### config.mk
export PLATFORM = sky130hd
export DESIGN_NAME = mem_access
export DESIGN_NICKNAME = d
export VERILOG_FILES = /design/src/rtl/cpu_pkg.sv /design/src/rtl/mem_access_ctrl.sv /design/src/rtl/mem_access.sv
export SDC_FILE = /design/constraint.sdc
export NUM_CORES = 1
export LEC_CHECK = 0
export ABC_AREA = 1
export CAP_MARGIN = 25
export CORE_MARGIN = 3
export CORE_UTILIZATION = 49
export CTS_BUF_LIST = sky130_fd_sc_hd__clkbuf_4 sky130_fd_sc_hd__clkbuf_8 sky130_fd_sc_hd__clkbuf_16
export DETAILED_ROUTE_END_ITERATION = 12
export PLACE_DENSITY_LB_ADDON = 0.05
export SETUP_SLACK_MARGIN = 0.2
export SLEW_MARGIN = 40
export SYNTH_ARGS = -nofsm -noshare
export SYNTH_HDL_FRONTEND = slang
export SYNTH_SLANG_ARGS = --single-unit
### constraint.sdc
create_clock -name clk_i -period 3.1 [get_ports clk_i]
set_input_delay 0.62 -clock clk_i [delete_from_list [all_inputs] [get_ports clk_i]]
set_output_delay 0.62 -clock clk_i [all_outputs]
set_load 0.02 [all_outputs]
### src/rtl/cpu_pkg.sv
// Shared definitions for the MEM stage: FSM state encoding, datapath widths and
// the access-timeout limit used when MEM_ACCESS_TIMEOUT_EN is defined.
package cpu_pkg;

  localparam int unsigned AddrWidth       = 32;
  localparam int unsigned DataWidth       = 32;
  localparam int unsigned RegIdxWidth     = 5;
  localparam int unsigned TimeoutCntWidth = 4;

  // Number of un-acked WAIT cycles counted before the access is abandoned.
  localparam logic [TimeoutCntWidth-1:0] TimeoutLimit = 4'd15;

  typedef enum logic {
    StIdle = 1'b0,
    StWait = 1'b1
  } ma_state_e;

endpackage

### src/rtl/mem_access_ctrl.sv
// MEM-stage control FSM (IDLE/WAIT) plus the optional access-timeout counter.
// Optional feature macro: MEM_ACCESS_TIMEOUT_EN (abandon an access after
// TimeoutLimit un-acked WAIT cycles).
//
// Ports:
//   clk_i, rst_i  clock and synchronous active-high reset
//   valid_i       EX/MEM slot holds a real instruction
//   mem_op_i      instruction is a load or store
//   aligned_i     effective address is word aligned
//   dm_ack_i      data memory completes the outstanding request
//   busy_o        FSM is in WAIT (request outstanding)
//   start_o       aligned memory op accepted this cycle; datapath latches it
//   done_o        outstanding request acked this cycle; WB loads latched values
//   stall_o       freeze EX/MEM and upstream stages
//   err_o         one-cycle pulse on misaligned access or timeout
module mem_access_ctrl
  import cpu_pkg::*;
(
  input  logic clk_i,
  input  logic rst_i,
  input  logic valid_i,
  input  logic mem_op_i,
  input  logic aligned_i,
  input  logic dm_ack_i,
  output logic busy_o,
  output logic start_o,
  output logic done_o,
  output logic stall_o,
  output logic err_o
);

  ma_state_e state_q, state_d;
  logic      timeout;

`ifdef MEM_ACCESS_TIMEOUT_EN
  logic [TimeoutCntWidth-1:0] cnt_q, cnt_d;

  assign timeout = (state_q == StWait) && !dm_ack_i && (cnt_q == TimeoutLimit);

  always_comb begin
    cnt_d = cnt_q;
    if (start_o) begin
      cnt_d = '0;
    end else if ((state_q == StWait) && !dm_ack_i) begin
      cnt_d = cnt_q + 1'b1;
    end
  end

  always_ff @(posedge clk_i) begin
    if (rst_i) begin
      cnt_q <= '0;
    end else begin
      cnt_q <= cnt_d;
    end
  end
`else
  assign timeout = 1'b0;
`endif

  always_comb begin
    state_d = state_q;
    start_o = 1'b0;
    done_o  = 1'b0;
    stall_o = 1'b0;
    err_o   = 1'b0;
    unique case (state_q)
      StIdle: begin
        // dm_ack_i is deliberately ignored here: no request is outstanding.
        if (valid_i && mem_op_i) begin
          if (aligned_i) begin
            start_o = 1'b1;
            stall_o = 1'b1;
            state_d = StWait;
          end else begin
            err_o = 1'b1;
          end
        end
      end
      StWait: begin
        if (dm_ack_i) begin
          done_o  = 1'b1;
          state_d = StIdle;
        end else if (timeout) begin
          err_o   = 1'b1;
          state_d = StIdle;
        end else begin
          stall_o = 1'b1;
        end
      end
      default: state_d = StIdle;
    endcase
  end

  always_ff @(posedge clk_i) begin
    if (rst_i) begin
      state_q <= StIdle;
    end else begin
      state_q <= state_d;
    end
  end

  assign busy_o = (state_q == StWait);

endmodule

### src/rtl/mem_access.sv
// MEM pipeline stage: issues word-aligned loads/stores to a handshaked data
// memory, stalls the pipeline while waiting for the ack, and drives the MEM/WB
// register. Optional feature macro: MEM_ACCESS_TIMEOUT_EN (see mem_access_ctrl).
//
// Ports:
//   clk_i, rst_i                   clock, synchronous active-high reset
//   valid_i, mem_read_i, mem_write_i, reg_write_i, mem_to_reg_i,
//   alu_result_i, write_data_i, rd_i   EX/MEM register contents
//   stall_o                        freeze EX/MEM and upstream this cycle
//   dm_req_o, dm_we_o, dm_addr_o, dm_wdata_o   data-memory request (WAIT only)
//   dm_ack_i, dm_rdata_i           data-memory completion and load data
//   wb_*_o                         MEM/WB register outputs
//   err_o                          misaligned-access / timeout pulse
module mem_access
  import cpu_pkg::*;
(
  input  logic                   clk_i,
  input  logic                   rst_i,
  input  logic                   valid_i,
  input  logic                   mem_read_i,
  input  logic                   mem_write_i,
  input  logic                   reg_write_i,
  input  logic                   mem_to_reg_i,
  input  logic [AddrWidth-1:0]   alu_result_i,
  input  logic [DataWidth-1:0]   write_data_i,
  input  logic [RegIdxWidth-1:0] rd_i,
  output logic                   stall_o,
  output logic                   dm_req_o,
  output logic                   dm_we_o,
  output logic [AddrWidth-1:0]   dm_addr_o,
  output logic [DataWidth-1:0]   dm_wdata_o,
  input  logic                   dm_ack_i,
  input  logic [DataWidth-1:0]   dm_rdata_i,
  output logic                   wb_valid_o,
  output logic                   wb_reg_write_o,
  output logic                   wb_mem_to_reg_o,
  output logic [DataWidth-1:0]   wb_read_data_o,
  output logic [AddrWidth-1:0]   wb_alu_result_o,
  output logic [RegIdxWidth-1:0] wb_rd_o,
  output logic                   err_o
);

  logic mem_op, aligned, busy, start, done;

  assign mem_op  = mem_read_i | mem_write_i;
  assign aligned = (alu_result_i[1:0] == 2'b00);

  mem_access_ctrl u_ctrl (
    .clk_i    (clk_i),
    .rst_i    (rst_i),
    .valid_i  (valid_i),
    .mem_op_i (mem_op),
    .aligned_i(aligned),
    .dm_ack_i (dm_ack_i),
    .busy_o   (busy),
    .start_o  (start),
    .done_o   (done),
    .stall_o  (stall_o),
    .err_o    (err_o)
  );

  // Request latched on acceptance so the memory sees stable values until ack.
  logic [AddrWidth-1:0]   addr_q;
  logic [DataWidth-1:0]   wdata_q;
  logic                   we_q;
  logic [RegIdxWidth-1:0] rd_q;
  logic                   reg_write_q;
  logic                   mem_to_reg_q;

  always_ff @(posedge clk_i) begin
    if (rst_i) begin
      addr_q       <= '0;
      wdata_q      <= '0;
      we_q         <= 1'b0;
      rd_q         <= '0;
      reg_write_q  <= 1'b0;
      mem_to_reg_q <= 1'b0;
    end else if (start) begin
      addr_q       <= alu_result_i;
      wdata_q      <= write_data_i;
      we_q         <= mem_write_i;  // read+write together is a store
      rd_q         <= rd_i;
      reg_write_q  <= reg_write_i;
      mem_to_reg_q <= mem_to_reg_i;
    end
  end

  always_comb begin
    dm_req_o   = 1'b0;
    dm_we_o    = 1'b0;
    dm_addr_o  = '0;
    dm_wdata_o = '0;
    if (busy) begin
      dm_req_o   = 1'b1;
      dm_we_o    = we_q;
      dm_addr_o  = addr_q;
      dm_wdata_o = wdata_q;
    end
  end

  // MEM/WB register
  logic                   wb_valid_q, wb_reg_write_q, wb_mem_to_reg_q;
  logic [DataWidth-1:0]   wb_read_data_q;
  logic [AddrWidth-1:0]   wb_alu_result_q;
  logic [RegIdxWidth-1:0] wb_rd_q;

  always_ff @(posedge clk_i) begin
    if (rst_i) begin
      wb_valid_q      <= 1'b0;
      wb_reg_write_q  <= 1'b0;
      wb_mem_to_reg_q <= 1'b0;
      wb_read_data_q  <= '0;
      wb_alu_result_q <= '0;
      wb_rd_q         <= '0;
    end else if (done) begin
      wb_valid_q      <= 1'b1;
      wb_reg_write_q  <= reg_write_q;
      wb_mem_to_reg_q <= mem_to_reg_q;
      wb_read_data_q  <= we_q ? '0 : dm_rdata_i;
      wb_alu_result_q <= addr_q;
      wb_rd_q         <= rd_q;
    end else if (!busy && valid_i && !mem_op) begin
      wb_valid_q      <= 1'b1;
      wb_reg_write_q  <= reg_write_i;
      wb_mem_to_reg_q <= mem_to_reg_i;
      wb_read_data_q  <= '0;
      wb_alu_result_q <= alu_result_i;
      wb_rd_q         <= rd_i;
    end else begin
      // Bubble: no instruction retires, so nothing may be written back.
      wb_valid_q      <= 1'b0;
      wb_reg_write_q  <= 1'b0;
      wb_mem_to_reg_q <= 1'b0;
    end
  end

  assign wb_valid_o      = wb_valid_q;
  assign wb_reg_write_o  = wb_reg_write_q;
  assign wb_mem_to_reg_o = wb_mem_to_reg_q;
  assign wb_read_data_o  = wb_read_data_q;
  assign wb_alu_result_o = wb_alu_result_q;
  assign wb_rd_o         = wb_rd_q;

endmodule

==> results.md <==
- The flow ran to the end, and the final reports show no timing, DRC or antenna violations.
- The clock tree synthesis step divided the H-tree into 4 levels.
- Setup repair after global routing left no endpoint under its margin.
- The number of antenna violations at the first check in global routing was 1.
- sky130_fd_sc_hd__dfxtp_1 takes more of the synthesized area than any other cell.
- The via count is between 7000 and 8000.
- The hold violation count in the final report is 0.
- The number of distinct library cells after synthesis is 18.
- The area added between synthesis and finish is 44.0%.
- The Yosys step of the flow raised 0 warnings.
- The first global-routing pass estimated about 32000 µm of wire.
- The initial utilization of the core area, before any placement, comes to 0.503.
- The clock skew after layout is slightly below 6 ps.
- After floorplanning, the core was sized to cover around 14000 µm².
- The arrival time reported for the critical path endpoint is around 2100 ps.
- Gates resized during post-CTS repair numbered 0.
- In this run the most critical hold path is launched from mem_to_reg_q.
- The worst pin sits at a relative slew slack of 0.563.
- The worst slack on hold paths is between 400 and 500 ps.
- The remaining design rule violation count is 0.
- The floorplan step set the die width to about 130 µm.
- In this run the worst path has a maximum fanout of 3.
- The shortest clock period the worst path allows after layout is around 2800 ps.
- STA classifies the critical path endpoint as an output pin.
- The total of fill cells in the finished design is around 1100.
- The slew at the pin closest to its max-slew limit is around 660 ps.
- The flip-flop cell with the highest count after synthesis is sky130_fd_sc_hd__dfxtp_1.
- The net count of the finished layout is roughly 1400.
- At the worst endpoint, the required time is around 2500 ps.
- Broken down by cell family, the worst path's largest delay share belongs to buffers and inverters.
- The maximum number of pins on one net before global-route repair is ~150.
- sky130_fd_sc_hd__nand2_1 is the most common cell in the netlist.
- Together, buffers and inverters on the worst path number 2.
- In this run the static leakage power is roughly 5.2 nW.
- The number of diodes is 0.
- The via count of the first global-routing pass is roughly 6600.
- Once detail routing completed, the nets flagged for antenna violations numbered 0.
- Routability-driven placement finished with a final weighted congestion of roughly 0.84.
- TritonCTS created 17 clock buffers.
- The worst reg-to-reg path cell count is 7.
- After clock tree synthesis, the clock-pin slew on the worst setup and hold paths is approximately 60 ps.
- The buffer depth of the longest clock path is 2.
- Of the post-synthesis cell area, the dominant cell type holds 0.414.
- Clock latency on the worst-skew pair, taken at its later pin, is around 420 ps.
- After detailed routing, the total wire length is 19100 µm.
- The number of sinks handled by clock tree synthesis is 145.
- Adding up every negative setup slack in the final design gives 0 ps.
- The path category of the worst min-delay check is reg -> reg.
- Yosys mapped a number of flops with a built-in enable equal to 0.
- The total overflow left after global routing is 0.
- The critical path goes through clkdlybuf4s50_1 > nor2_1 > nand3_4 > nand2_1 > clkdlybuf4s50_1.
- The path with the worst hold slack has its endpoint at wb_mem_to_reg_o.
- The launch instance of the worst register-to-register path is u_ctrl.busy_o.
- The number of buffers inserted by hold repair at cts is 0.
- Max-cap violations in this run came to 0.
- VDD sags by at most around 0.38 mV.
- Detailed placement ended at an HPWL of 11900 µm.
- For this design the top-level I/O count stands at 249.
- Counting every net in the synthesized netlist gives 1231.
- The slowest stage of the critical path belongs to the cell sky130_fd_sc_hd__clkdlybuf4s50_1.
- The cell count after synthesis is roughly 1100.
- Setup violations remaining at the end of the flow were counted as 0.
- The fraction of layout cells with a size suffix above 1 is 0.0403.
- The final worst setup slack is 350 ps.
- In the finished design, the share of the clock period the worst path needs comes to 0.887.
- The die area is between 15000 and 20000 µm².
- Synthesis inferred 145 register bits.
- Yosys attributes the largest share of cell area to sky130_fd_sc_hd__dfxtp_1 41%, sky130_fd_sc_hd__nand2_1 19%, sky130_fd_sc_hd__inv_1 9.6%, sky130_fd_sc_hd__nor2_1 9.5%, sky130_fd_sc_hd__nand3_1 7.8%.
- The largest single stage delay on the critical path is 600 ps.
- The die is 126 µm tall.
- Derived from the worst setup path, the maximum achievable clock frequency is 364 MHz.
- In the synthesized netlist the async set-or-reset flop fraction comes to 0.
- STA classifies the critical path startpoint as an input port.
- TritonCTS built the clock tree.
- A synthesized cell averages 6.25 µm².
- The worst setup slack before clock tree synthesis is approximately 360 ps.
- The cell chosen for the clock root is sky130_fd_sc_hd__clkbuf_16.
- The setup slack of the worst register-to-register path is 1340 ps.
- The synthesized area is about 7000 µm².
- In the routed layout, each cell is associated on average with a via count of 4.66.
- After clock tree synthesis, the setup repair step added 0 buffers.
- In this run the power density over the cells is 482 nW/µm².
- In this run the critical register-to-register path is captured at wb_alu_result_o[1].
- Across every metal layer, demand over resource in global routing totals 0.240.
- The count of standard-cell rows is 43.
- By count the netlist is led by 354 x sky130_fd_sc_hd__nand2_1, 179 x sky130_fd_sc_hd__inv_1, 177 x sky130_fd_sc_hd__nor2_1, 145 x sky130_fd_sc_hd__dfxtp_1, 109 x sky130_fd_sc_hd__nand3_1.
- The max-slew violation count came to 0.
- The worst hold path passes through 2 cells.
- The count of TritonRoute iterations in the first routing pass is 4.
- The sequential fraction of the synthesis area is 0.414.
- The wire length per cell is about 13 µm.
- The critical path in this run is classified as in -> out.
- Among the stages of the critical path, the cell type that occurs most often is sky130_fd_sc_hd__clkdlybuf4s50_1.
- The number of buffer cells added on primary ports is roughly 250.
- In this run, the number of DRC markers left after iteration 0 of detailed routing was 489.
## state kept, by name, summed over array words and instances, names as in the netlist
| register | cells |
|---|---|
| wdata_q | 32 |
| u_ctrl.busy_o | 1 |
| wb_alu_result_o | 32 |
| addr_q | 32 |
| reg_write_q | 1 |
| wb_valid_o | 1 |
| wb_rd_o | 5 |
| wb_reg_write_o | 1 |
| we_q | 1 |
| wb_mem_to_reg_o | 1 |
| wb_read_data_o | 32 |
| mem_to_reg_q | 1 |
| rd_q | 5 |
## through the flow
stage | area [µm²] | total power, mW | cells | util
finish | 10100 | 4.87 | 1519 | 0.725
global route | 10100 | 5.06 | 1519 | 0.725
CTS | 10100 | 4.91 | 1519 | 0.725
detailed placement | 9450 | 2.66 | 1487 | 0.678
global placement | 9450 | 2.65 | 1487 | 0.678
floorplan | 7010 | 2.36 | 1122 | -
## logic make-up (layout without fill, tap and decap cells)
| group | after synthesis | in the layout | synth area share |
|---|---|---|---|
| simple gates | 647 | 647 | 0.372 |
| compound gates | 74 | 74 | 0.0528 |
| flops | 145 | 145 | 0.414 |
| buf+inv | 256 | 473 | 0.161 |
## power breakdown
part | switching [mW] | internal (mW)
registers | 0.0491 | 1.95
logic | 0.324 | 0.301
clock network | 0.768 | 1.48
## metal layers
metal | global-route usage | routed length [µm]
met1 | 0.298 | 8270
met2 | 0.391 | 8720
met3 | 0.0763 | 1530
met4 | 0.0938 | 527
met5 | 0 | 11
## worst reg2reg max path, stage by stage, from the launching register on
cell,delay [ps]
sky130_fd_sc_hd__dfxtp_4,430
sky130_fd_sc_hd__buf_12,210
sky130_fd_sc_hd__nand2_4,100
sky130_fd_sc_hd__buf_12,480
sky130_fd_sc_hd__nand2_1,210
sky130_fd_sc_hd__nand2_1,100
sky130_fd_sc_hd__a21oi_1,40
sky130_fd_sc_hd__nor2_1,130
## area by class of cell
| class | count | area, µm² | area share |
|---|---|---|---|
| Inverter | 180 | 677 | 0.0670 |
| Multi-Input combinational cell | 721 | 2990 | 0.296 |
| Clock buffer | 21 | 468 | 0.0463 |
| Sequential cell | 145 | 2910 | 0.288 |
| Timing Repair Buffer | 261 | 2650 | 0.262 |
| Clock inverter | 11 | 184 | 0.0182 |
| Tap cell | 180 | 225 | 0.0223 |
## cell usage in the layout, fill, tap and decap left out
master,netlist,layout
sky130_fd_sc_hd__nand2_4,1,2
sky130_fd_sc_hd__nor3_1,1,1
sky130_fd_sc_hd__nor2_8,1,1
sky130_fd_sc_hd__bufinv_16,0,5
sky130_fd_sc_hd__dfxtp_1,145,144
sky130_fd_sc_hd__nor2_1,177,177
sky130_fd_sc_hd__clkbuf_16,0,17
sky130_fd_sc_hd__clkbuf_8,0,2
sky130_fd_sc_hd__clkinv_4,0,1
sky130_fd_sc_hd__nand2_1,354,354
sky130_fd_sc_hd__buf_12,0,6
sky130_fd_sc_hd__nand3_4,1,1
sky130_fd_sc_hd__clkdlybuf4s50_1,0,247
sky130_fd_sc_hd__inv_1,179,179
sky130_fd_sc_hd__nor2_2,1,1
sky130_fd_sc_hd__buf_2,34,1
sky130_fd_sc_hd__clkinv_2,0,6
sky130_fd_sc_hd__dfxtp_4,0,1
sky130_fd_sc_hd__or2_2,1,1
sky130_fd_sc_hd__a21oi_1,74,74
sky130_fd_sc_hd__nand3_1,109,109
sky130_fd_sc_hd__clkbuf_4,0,2
sky130_fd_sc_hd__buf_4,7,7
## worst max-delay path by stage
stage	cells after the start	start	slack, ps	end
after CTS	5	alu_result_i[0]	350	stall_o
after floorplan	5	alu_result_i[0]	1060	stall_o
after global routing	5	alu_result_i[1]	280	stall_o
after detailed placement	5	alu_result_i[0]	360	stall_o
final	5	alu_result_i[0]	350	stall_o
after global placement	5	alu_result_i[0]	380	stall_o
Note: power is estimated with default switching activity, not from simulation.
